$ cat config.mk
export PLATFORM = sky130hd
export DESIGN_NAME = ecc_20_chk_pipe
export DESIGN_NICKNAME = d
export VERILOG_FILES = /design/src/rtl/ecc_20_chk_pipe.sv
export SDC_FILE = /design/constraint.sdc
export NUM_CORES = 1
export LEC_CHECK = 0
export BUFFER_PORTS_ARGS = -buffer_cell sky130_fd_sc_hd__buf_2
export CAP_MARGIN = 20
export CORE_ASPECT_RATIO = 0.5
export CORE_MARGIN = 4
export CORE_UTILIZATION = 58
export CTS_BUF_LIST = sky130_fd_sc_hd__clkbuf_16
export DETAILED_ROUTE_END_ITERATION = 10
export MAX_ROUTING_LAYER = met4
export PLACE_DENSITY = 0.89
export SLEW_MARGIN = 20
export SYNTH_ARGS = -nofsm -noshare
export SYNTH_HDL_FRONTEND = slang
export SYNTH_SLANG_ARGS = --single-unit
export TNS_END_PERCENT = 100
$ cat constraint.sdc
create_clock -name clk -period 3.2 [get_ports clk]
set_clock_uncertainty 0.2 [all_clocks]
set_input_delay 0.16 -clock clk [delete_from_list [all_inputs] [get_ports clk]]
set_output_delay 0.16 -clock clk [all_outputs]
set_load 0.03 [all_outputs]
$ cat src/rtl/ecc_20_chk_pipe.sv
// ecc_20_chk_pipe: registered read-path check stage for 20-bit SECDED storage.
// A stored word (20 data + 6 parity) is decoded by ecc_20_cal on the input
// side and handed downstream through a two-entry valid/ready skid buffer.
// Optional error logging (saturating counters, first-error capture, irq) is
// compiled in when ECC_20_CHK_ERR_LOG_EN is defined; otherwise those outputs
// are tied to 0 and clr_log is ignored.
//
// Handshake: a transfer happens on a rising clock edge where valid && ready
// are both high. A producer holding valid keeps its payload stable until the
// transfer; ready never depends combinationally on valid on either side.

// ecc_20_cal: Hamming SECDED encoder/decoder for 20 data bits.
// Data bits sit at codeword positions 1..25 that are not powers of two, in
// ascending order. parity_out[4:0] are the Hamming checks over those
// positions; parity_out[5] is the overall parity of data and the five checks.
module ecc_20_cal (
  input  logic [19:0] data_in,
  input  logic [5:0]  parity_in,
  output logic [5:0]  parity_out,
  output logic [5:0]  syndrome,
  output logic [19:0] data_out,
  output logic        sbit_err,
  output logic        dbit_err
);

  // Codeword position of each data bit.
  function automatic logic [4:0] data_pos(input int idx);
    logic [4:0] pos;
    pos = 5'd0;
    case (idx)
      0:  pos = 5'd3;
      1:  pos = 5'd5;
      2:  pos = 5'd6;
      3:  pos = 5'd7;
      4:  pos = 5'd9;
      5:  pos = 5'd10;
      6:  pos = 5'd11;
      7:  pos = 5'd12;
      8:  pos = 5'd13;
      9:  pos = 5'd14;
      10: pos = 5'd15;
      11: pos = 5'd17;
      12: pos = 5'd18;
      13: pos = 5'd19;
      14: pos = 5'd20;
      15: pos = 5'd21;
      16: pos = 5'd22;
      17: pos = 5'd23;
      18: pos = 5'd24;
      19: pos = 5'd25;
      default: pos = 5'd0;
    endcase
    return pos;
  endfunction

  logic [4:0]  enc_pos;
  logic [4:0]  dec_pos;
  logic [19:0] flip_mask;
  logic        overall_err;

  // Recompute the parity of the received data bits.
  always_comb begin
    parity_out = '0;
    enc_pos    = '0;
    for (int i = 0; i < 20; i++) begin
      enc_pos = data_pos(i);
      for (int k = 0; k < 5; k++) begin
        if (enc_pos[k]) parity_out[k] = parity_out[k] ^ data_in[i];
      end
    end
    parity_out[5] = (^data_in) ^ (^parity_out[4:0]);
  end

  // Classify the syndrome and correct a single data-bit error.
  // The stored overall bit is compared against recomputed checks, so the
  // true codeword parity error is syndrome[5] folded with the check syndrome.
  always_comb begin
    syndrome    = parity_in ^ parity_out;
    overall_err = syndrome[5] ^ (^syndrome[4:0]);
    sbit_err    = overall_err && (syndrome[4:0] <= 5'd25);
    dbit_err    = (syndrome != 6'd0) && !sbit_err;
    flip_mask   = '0;
    dec_pos     = '0;
    for (int i = 0; i < 20; i++) begin
      dec_pos = data_pos(i);
      if (dec_pos == syndrome[4:0]) flip_mask[i] = 1'b1;
    end
    // Parity-only errors land on positions 0/1/2/4/8/16 and leave data alone;
    // uncorrectable words are passed through uncorrected.
    data_out = sbit_err ? (data_in ^ flip_mask) : data_in;
  end

endmodule

module ecc_20_chk_pipe #(
  parameter int ADDR_WIDTH = 8,
  parameter int CNT_WIDTH  = 8
) (
  input  logic                  clk,
  input  logic                  rst_n,
  input  logic                  in_valid,
  output logic                  in_ready,
  input  logic [ADDR_WIDTH-1:0] in_addr,
  input  logic [19:0]           in_data,
  input  logic [5:0]            in_parity,
  input  logic                  bypass,
  output logic                  out_valid,
  input  logic                  out_ready,
  output logic [19:0]           out_data,
  output logic [ADDR_WIDTH-1:0] out_addr,
  output logic                  out_sbit_err,
  output logic                  out_dbit_err,
  input  logic                  clr_log,
  output logic [CNT_WIDTH-1:0]  sbit_cnt,
  output logic [CNT_WIDTH-1:0]  dbit_cnt,
  output logic                  err_valid,
  output logic [ADDR_WIDTH-1:0] err_addr,
  output logic                  err_dbit,
  output logic [5:0]            err_syndrome,
  output logic                  irq
);

  typedef struct packed {
    logic [19:0]           data;
    logic [ADDR_WIDTH-1:0] addr;
    logic                  sbit;
    logic                  dbit;
  } word_t;

  logic [5:0]  dec_parity;
  logic [5:0]  dec_syndrome;
  logic [19:0] dec_data;
  logic        dec_sbit;
  logic        dec_dbit;

  word_t in_word;
  word_t out_q;
  word_t skid_q;
  logic  out_valid_q;
  logic  skid_full_q;
  logic  accept;

  ecc_20_cal u_cal (
    .data_in    (in_data),
    .parity_in  (in_parity),
    .parity_out (dec_parity),
    .syndrome   (dec_syndrome),
    .data_out   (dec_data),
    .sbit_err   (dec_sbit),
    .dbit_err   (dec_dbit)
  );

  // Decode result travels with the word; bypass passes raw data, no flags.
  always_comb begin
    in_word.data = bypass ? in_data : dec_data;
    in_word.addr = in_addr;
    in_word.sbit = !bypass && dec_sbit;
    in_word.dbit = !bypass && dec_dbit;
  end

  assign in_ready = !skid_full_q;
  assign accept   = in_valid && in_ready;

  // Two-entry skid buffer: output register first, skid register on stall.
  always_ff @(posedge clk or negedge rst_n) begin
    if (!rst_n) begin
      out_q       <= '0;
      skid_q      <= '0;
      out_valid_q <= 1'b0;
      skid_full_q <= 1'b0;
    end else begin
      if (!out_valid_q || out_ready) begin
        if (skid_full_q) begin
          out_q       <= skid_q;
          out_valid_q <= 1'b1;
          skid_full_q <= 1'b0;
        end else if (accept) begin
          out_q       <= in_word;
          out_valid_q <= 1'b1;
        end else begin
          out_valid_q <= 1'b0;
        end
      end else if (accept) begin
        skid_q      <= in_word;
        skid_full_q <= 1'b1;
      end
    end
  end

  assign out_valid    = out_valid_q;
  assign out_data     = out_q.data;
  assign out_addr     = out_q.addr;
  assign out_sbit_err = out_q.sbit;
  assign out_dbit_err = out_q.dbit;

`ifdef ECC_20_CHK_ERR_LOG_EN
  logic [CNT_WIDTH-1:0]  sbit_cnt_q, dbit_cnt_q;
  logic [CNT_WIDTH-1:0]  sbit_base, dbit_base;
  logic [CNT_WIDTH-1:0]  sbit_nxt, dbit_nxt;
  logic                  cap_valid_q, cap_dbit_q;
  logic [ADDR_WIDTH-1:0] cap_addr_q;
  logic [5:0]            cap_syn_q;
  logic                  cap_valid_nxt, cap_dbit_nxt;
  logic [ADDR_WIDTH-1:0] cap_addr_nxt;
  logic [5:0]            cap_syn_nxt;
  logic                  ev_sbit, ev_dbit;
  logic                  unused_log;

  assign unused_log = ^dec_parity;

  // Next log state: clear first, then apply the accepted event.
  always_comb begin
    ev_sbit = accept && in_word.sbit;
    ev_dbit = accept && in_word.dbit;

    sbit_base = clr_log ? '0 : sbit_cnt_q;
    dbit_base = clr_log ? '0 : dbit_cnt_q;
    sbit_nxt  = sbit_base;
    dbit_nxt  = dbit_base;
    if (ev_sbit && (sbit_base != '1)) sbit_nxt = sbit_base + CNT_WIDTH'(1);
    if (ev_dbit && (dbit_base != '1)) dbit_nxt = dbit_base + CNT_WIDTH'(1);

    cap_valid_nxt = clr_log ? 1'b0 : cap_valid_q;
    cap_dbit_nxt  = clr_log ? 1'b0 : cap_dbit_q;
    cap_addr_nxt  = clr_log ? '0   : cap_addr_q;
    cap_syn_nxt   = clr_log ? '0   : cap_syn_q;
    // Load on first error, or upgrade a captured sbit to a new dbit.
    if ((ev_sbit || ev_dbit) &&
        (!cap_valid_nxt || (ev_dbit && !cap_dbit_nxt))) begin
      cap_valid_nxt = 1'b1;
      cap_dbit_nxt  = ev_dbit;
      cap_addr_nxt  = in_addr;
      cap_syn_nxt   = dec_syndrome;
    end
  end

  // Error statistics and first-error capture registers.
  always_ff @(posedge clk or negedge rst_n) begin
    if (!rst_n) begin
      sbit_cnt_q  <= '0;
      dbit_cnt_q  <= '0;
      cap_valid_q <= 1'b0;
      cap_dbit_q  <= 1'b0;
      cap_addr_q  <= '0;
      cap_syn_q   <= '0;
    end else begin
      sbit_cnt_q  <= sbit_nxt;
      dbit_cnt_q  <= dbit_nxt;
      cap_valid_q <= cap_valid_nxt;
      cap_dbit_q  <= cap_dbit_nxt;
      cap_addr_q  <= cap_addr_nxt;
      cap_syn_q   <= cap_syn_nxt;
    end
  end

  assign sbit_cnt     = sbit_cnt_q;
  assign dbit_cnt     = dbit_cnt_q;
  assign err_valid    = cap_valid_q;
  assign err_addr     = cap_addr_q;
  assign err_dbit     = cap_dbit_q;
  assign err_syndrome = cap_syn_q;
  assign irq          = cap_valid_q;
`else
  logic unused_log;

  assign unused_log   = ^{clr_log, dec_syndrome, dec_parity};
  assign sbit_cnt     = '0;
  assign dbit_cnt     = '0;
  assign err_valid    = 1'b0;
  assign err_addr     = '0;
  assign err_dbit     = 1'b0;
  assign err_syndrome = '0;
  assign irq          = 1'b0;
`endif

endmodule

[Yosys cells after proc, flatten, opt, wreduce, memory -nomap -nowiden]
Cells that the tools add are included.
Operators by class
  bitwise gates (word level): 52
  equality and inequality tests: 20
  reduce and logical (&&, ||, !) cells: 18
  muxes and demuxes: 28
  $lt $le $gt $ge: 1
Operator list (number)
  $mux 30: 2
  $xor 1x1->1: 49
  $eq 5x5->1 const A: 9
  $mux 20: 2
  $eq 4x5->1 const A: 7
  $mux 1: 24
  $reduce_xor 20->1: 1
  $xor 20x20->20: 1
  $eq 3x5->1 const A: 3
  $reduce_xor 5->1: 2
  $reduce_bool 6->1: 1
  $xor 6x6->6: 1
  $eq 2x5->1 const A: 1
  $le 5x5->1 const B: 1
  $logic_and 1x1->1: 5
  $logic_not 1->1: 4
  $reduce_and 2->1: 2
  $reduce_bool 2->1: 2
  $logic_or 1x1->1: 1
  $not 1->1: 1
Storage, ports and cells
  register bits after elaboration: 62
  logic and storage cells: 129
  output and inout port bits: 65
  input bits: 40

[Logic depth before layout (Yosys ltp)]
  depth in word-level cells: 22
  mapped depth: 10

[Hierarchy]
A second synthesis with hierarchy kept.
Unflattened totals
  cell total of the unflattened synthesis: 402
  area, all modules: 4391.7 um^2
Modules (own cells, without submodules)
  ecc_20_chk_pipe: sequential area each 1551.5 um^2, cells an instance 286, instances 1, area an instance 3223.1 um^2
  ecc_20_cal: sequential area each 0.0 um^2, cells an instance 116, instances 1, area an instance 1168.6 um^2

[Worst setup path before layout]
No wires, ideal clock.
  kind: input -> register
  start point: input port in_data[7]
  end point: register out_q (netlist bit out_dbit_err)
  data arrival time: 2.268 ns
  data required time: 2.925 ns
  library setup time: 0.075 ns
  path buffers: 1
  setup slack: 0.657 ns
  stages: 9
  path through: xnor3_2 -> xnor2_4 -> xnor2_2 -> xnor2_2 -> xnor2_2 -> buf_6 -> o21ai_2 -> or4_4 -> o21ai_2
On the way
  longest elaborated chain between the ends: 18
Ends and longest elaborated chain
  start, declared: RTL line 104  | input logic [19:0] in_data,
  $xor 1x1->1 (8 in series): RTL line 68  | if (enc_pos[k]) parity_out[k] = parity_out[k] ^ data_in[i];
  $reduce_xor 5->1: RTL line 71  | parity_out[5] = (^data_in) ^ (^parity_out[4:0]);
  $xor 1x1->1: RTL line 71
  $xor 6x6->6 (*): RTL line 78  | syndrome = parity_in ^ parity_out;
  branches (longest 3 deep; another with $le 5x5->1)
  $logic_and 1x1->1 (*): RTL line 81  | dbit_err = (syndrome != 6'd0) && !sbit_err;
  $logic_and 1x1->1 (*): RTL line 158  | in_word.dbit = !bypass && dec_dbit;
  $mux 30 (*): RTL line 177  | end else if (accept) begin
  $mux 30 (*): RTL line 173  | if (skid_full_q) begin
  end signal, assigned: RTL line 174  | out_q <= skid_q;
  end signal, assigned: RTL line 178  | out_q <= in_word;
  end, declared: RTL line 137  | word_t out_q;
Every way passes the cells marked *. The select of a mux whose other input is x is not followed.
A chain may end at the register's enable or synchronous reset.

[Worst setup path in the final report]
  start point: input port in_data[6]
  end point: register out_q (netlist bit out_dbit_err)
The elaborated chain is that of the path after synthesis.

==> results.py <==
metrics = {
    "outcome": {
        "status": "finished clean",
    },
    "setup_path": {
        "crit_fanout": 8,
        "critPathCaptureType": "register",
        "cp.required_ns": 3.25,
        "crit_start": "in_data[6]",
        "reg2regPathDepth": 6,
        "r2r_start": "skid_full_q$_DFFE_PN0P_",
        "startpoint_type": "input pin",
        "criticalPathCategory": "input pin to register",
        "worstPathArrival_ns": 3.00,
    },
    "final_layout": {
        "drive_gt1_share_pct": 24.5,
        "nets": 558,
        "fin_cells": 615,
        "regArea_um2": 1550,
        "multi_input_comb_area_um2": 2250,
        "fillerInstances": 492,
        "area_delta_synth_final_pct": 20.8,
        "antenna-diode-count": 0,
    },
    "timing": {
        "relSlewSlack_pct": 38.2,
        "finalSetupTns_ns": 0,
        "min_period_ns": 2.95,
        "finalMaxSlewViolations": 0,
        "rsz0062_at_grt": "false",
        "finalHoldViolations": 0,
        "setup_viol": 0,
        "fmax_mhz": 339,
        "fin_crit_sh_pct": 92.2,
        "max_slew.worst_pin.slew_ns": 0.927,
    },
    "synthesis": {
        "synth_top_area_share_pct": 38.7,
        "ys_top_cells_by_area": "dfrtp_1, xnor2_1, nand2_1",
        "syn_area_um2": 4010,
        "ys_seq_elements": 62,
        "ys_seq_area_share_pct": 38.7,
        "synth_edf_count": 0,
        "yosysUniqueCellTypes": 42,
        "yosysTopAreaCell": "dfrtp_1",
        "synth_warnings": 0,
        "async_flop_share_pct": 100,
        "syn_avg_cell_area_um2": 9.34,
        "ys_dominant_reg_cell": "dfrtp_1",
        "syn-instance-count": 429,
    },
    "die": {
        "dieWidth_um": 126,
        "start_util_pct": 59.8,
        "io_pins": 105,
        "fp.dieArea_um2": 8380,
        "rows": 21,
        "die_h_um": 66.8,
        "core_area_um2": 6700,
    },
    "clocking": {
        "clk_pin_slew_worst_paths_ns": 0.05,
        "htree_levels": 3,
        "clk_latency_ns": 0.32,
        "cts_made_buffers": 9,
        "clock_sinks": 62,
        "clockBufferDepth": 2,
        "root_buffer": "clkbuf_16",
        "cts_tree": "done",
    },
    "place": {
        "gp_congestion": 0.913,
        "dpl.hpwl_um": 7060,
        "dpl.cell_count": 586,
        "portBuffers": 70,
    },
    "worst_hold_path": {
        "hp-start": "in_data[3]",
        "holdCritPathClass": "input pin to register",
        "min_path_cells": 3,
    },
    "grt": {
        "grt_usage_pct": 24.5,
        "grt_max_degree": 44,
        "grt_pass1_wl_um": 15700,
        "first_global_vias": 3190,
        "grt-ovfl-total": 0,
        "grt_antenna_before_repair": 0,
    },
    "run": {
        "drv_cap": 0,
    },
    "detailed_routing": {
        "wire_per_inst_um": 15.5,
        "drt_wl_total_um": 9560,
        "vias_per_cell": 5.37,
        "drt_iter0_drc": 189,
        "drc": 0,
        "ant_nets": 0,
        "vias": 3302,
        "dr.pass1.iters": 5,
    },
    "power_and_ir_drop": {
        "p_per_area_nw_per_um2": 792,
        "leakage_nw": 2.34,
        "ir_drop_mv": 0.350,
    },
}
[cell type report]
type | count | area share (%)
Multi-Input combinational cell | 345 | 46.5
Sequential cell | 62 | 32.1
Timing Repair Buffer | 97 | 12.1
Clock buffer | 9 | 4.66
Tap cell | 92 | 2.38
Clock inverter | 7 | 2.02
Inverter | 3 | 0.233
[registers in the layout, indices dropped and copies added (netlist names)]
register and count:
out_addr 8, skid_q 30, out_sbit_err 1, out_data 20, out_dbit_err 1, skid_full_q 1
out_valid 1
[power breakdown]
part	internal [W]	switching [W]	total (W)	leakage (nW)
logic	0.000669	0.00107	0.00173	1.42
clock network	0.000683	0.000348	0.00103	0.154
registers	0.000967	0.0000997	0.00107	0.764
[worst paths after layout]
path                                                  to  slack [ns]
worst max-delay path            out_dbit_err$_DFFE_PN0P_        0.25
max in group asynchronous          skid_q[8]$_DFFE_PN0P_        1.77
worst max register to register  out_data[15]$_DFFE_PN0P_        1.00
min in group asynchronous          skid_q[9]$_DFFE_PN0P_        0.32
worst min register to register     skid_q[0]$_DFFE_PN0P_        0.27
worst min-delay path             out_data[3]$_DFFE_PN0P_        0.03
[repair_timing]
item / 4_1_cts / 5_1_grt
buffers inserted: 0 / 0
setup endpoints to repair: 0 / 3
hold buffers: 13 / 0
endpoints found under the hold margin: 64 / 0
resized for setup: 0 / 1
[per-stage QoR]
step | hold WS (ns) | power (W) | setup slack (ns) | utilization [%] | instance area, um^2
2_1_floorplan | -0.336 | 0.00240 | 0.657 | - | 4130
3_3_place_gp | 0.141 | 0.00272 | 0.214 | 65.3 | 4380
3_5_place_dp | 0.152 | 0.00277 | 0.160 | 65.3 | 4380
4_1_cts | 0.0112 | 0.00383 | 0.145 | 72.1 | 4830
5_1_grt | 0.0568 | 0.00405 | 0.0868 | 72.2 | 4840
6_report | 0.0251 | 0.00383 | 0.251 | 72.2 | 4840
[routing by layer]
metal | wire, um | global-route usage, % | up-vias
met5 | 0 | - | -
met4 | 146 | 7.84 | 0
met3 | 956 | 5.44 | 22
met2 | 4590 | 41.2 | 174
met1 | 3860 | 30.0 | 1554
li1 | - | - | 1552
[Yosys cell counts, drive strengths merged, types with 3 or more instances]
library cell,instances
nor3,9
clkbuf,14
a21oi,19
nand2b,3
xnor3,6
buf,37
nor4,3
nand2,67
dfrtp,62
o21ai,50
inv,3
xnor2,43
nor2,25
and3,21
mux2i,11
xor2,24
nand3,12
[cells by family (layout without fill, tap and decap cells)]
group	Yosys count	count (layout)	synth area share (%)
buffers and inverters	54	116	8.34
other	1	33	0.0936
and+or+nand+nor	152	152	18.2
muxes	13	13	3.31
AOI/OAI and AO/OA	74	74	9.90
xor gates and xnor gates	73	73	21.4
DFF	62	62	38.7
[layout by cell type, fill, tap and decap left out, types with 16 or more instances in the layout]
| cell type | instances |
|---|---|
| conb_1 | 33 |
| o21ai_0 | 30 |
| xor2_1 | 22 |
| nor2_1 | 25 |
| and3_1 | 20 |
| xnor2_1 | 30 |
| a21oi_1 | 19 |
| nand2_1 | 67 |
| dfrtp_1 | 62 |
| buf_2 | 70 |
| o21ai_1 | 16 |
[critical path: stages]
cell,delay (ns)
dlygate4sd3_1,0.52
buf_2,0.13
xnor3_1,0.43
xnor2_1,0.14
buf_4,0.15
xnor2_2,0.37
nor2_1,0.21
nand3_1,0.17
o21ai_2,0.06
or4_4,0.54
o21ai_2,0.12
Note: power is estimated with default switching activity, not from simulation.
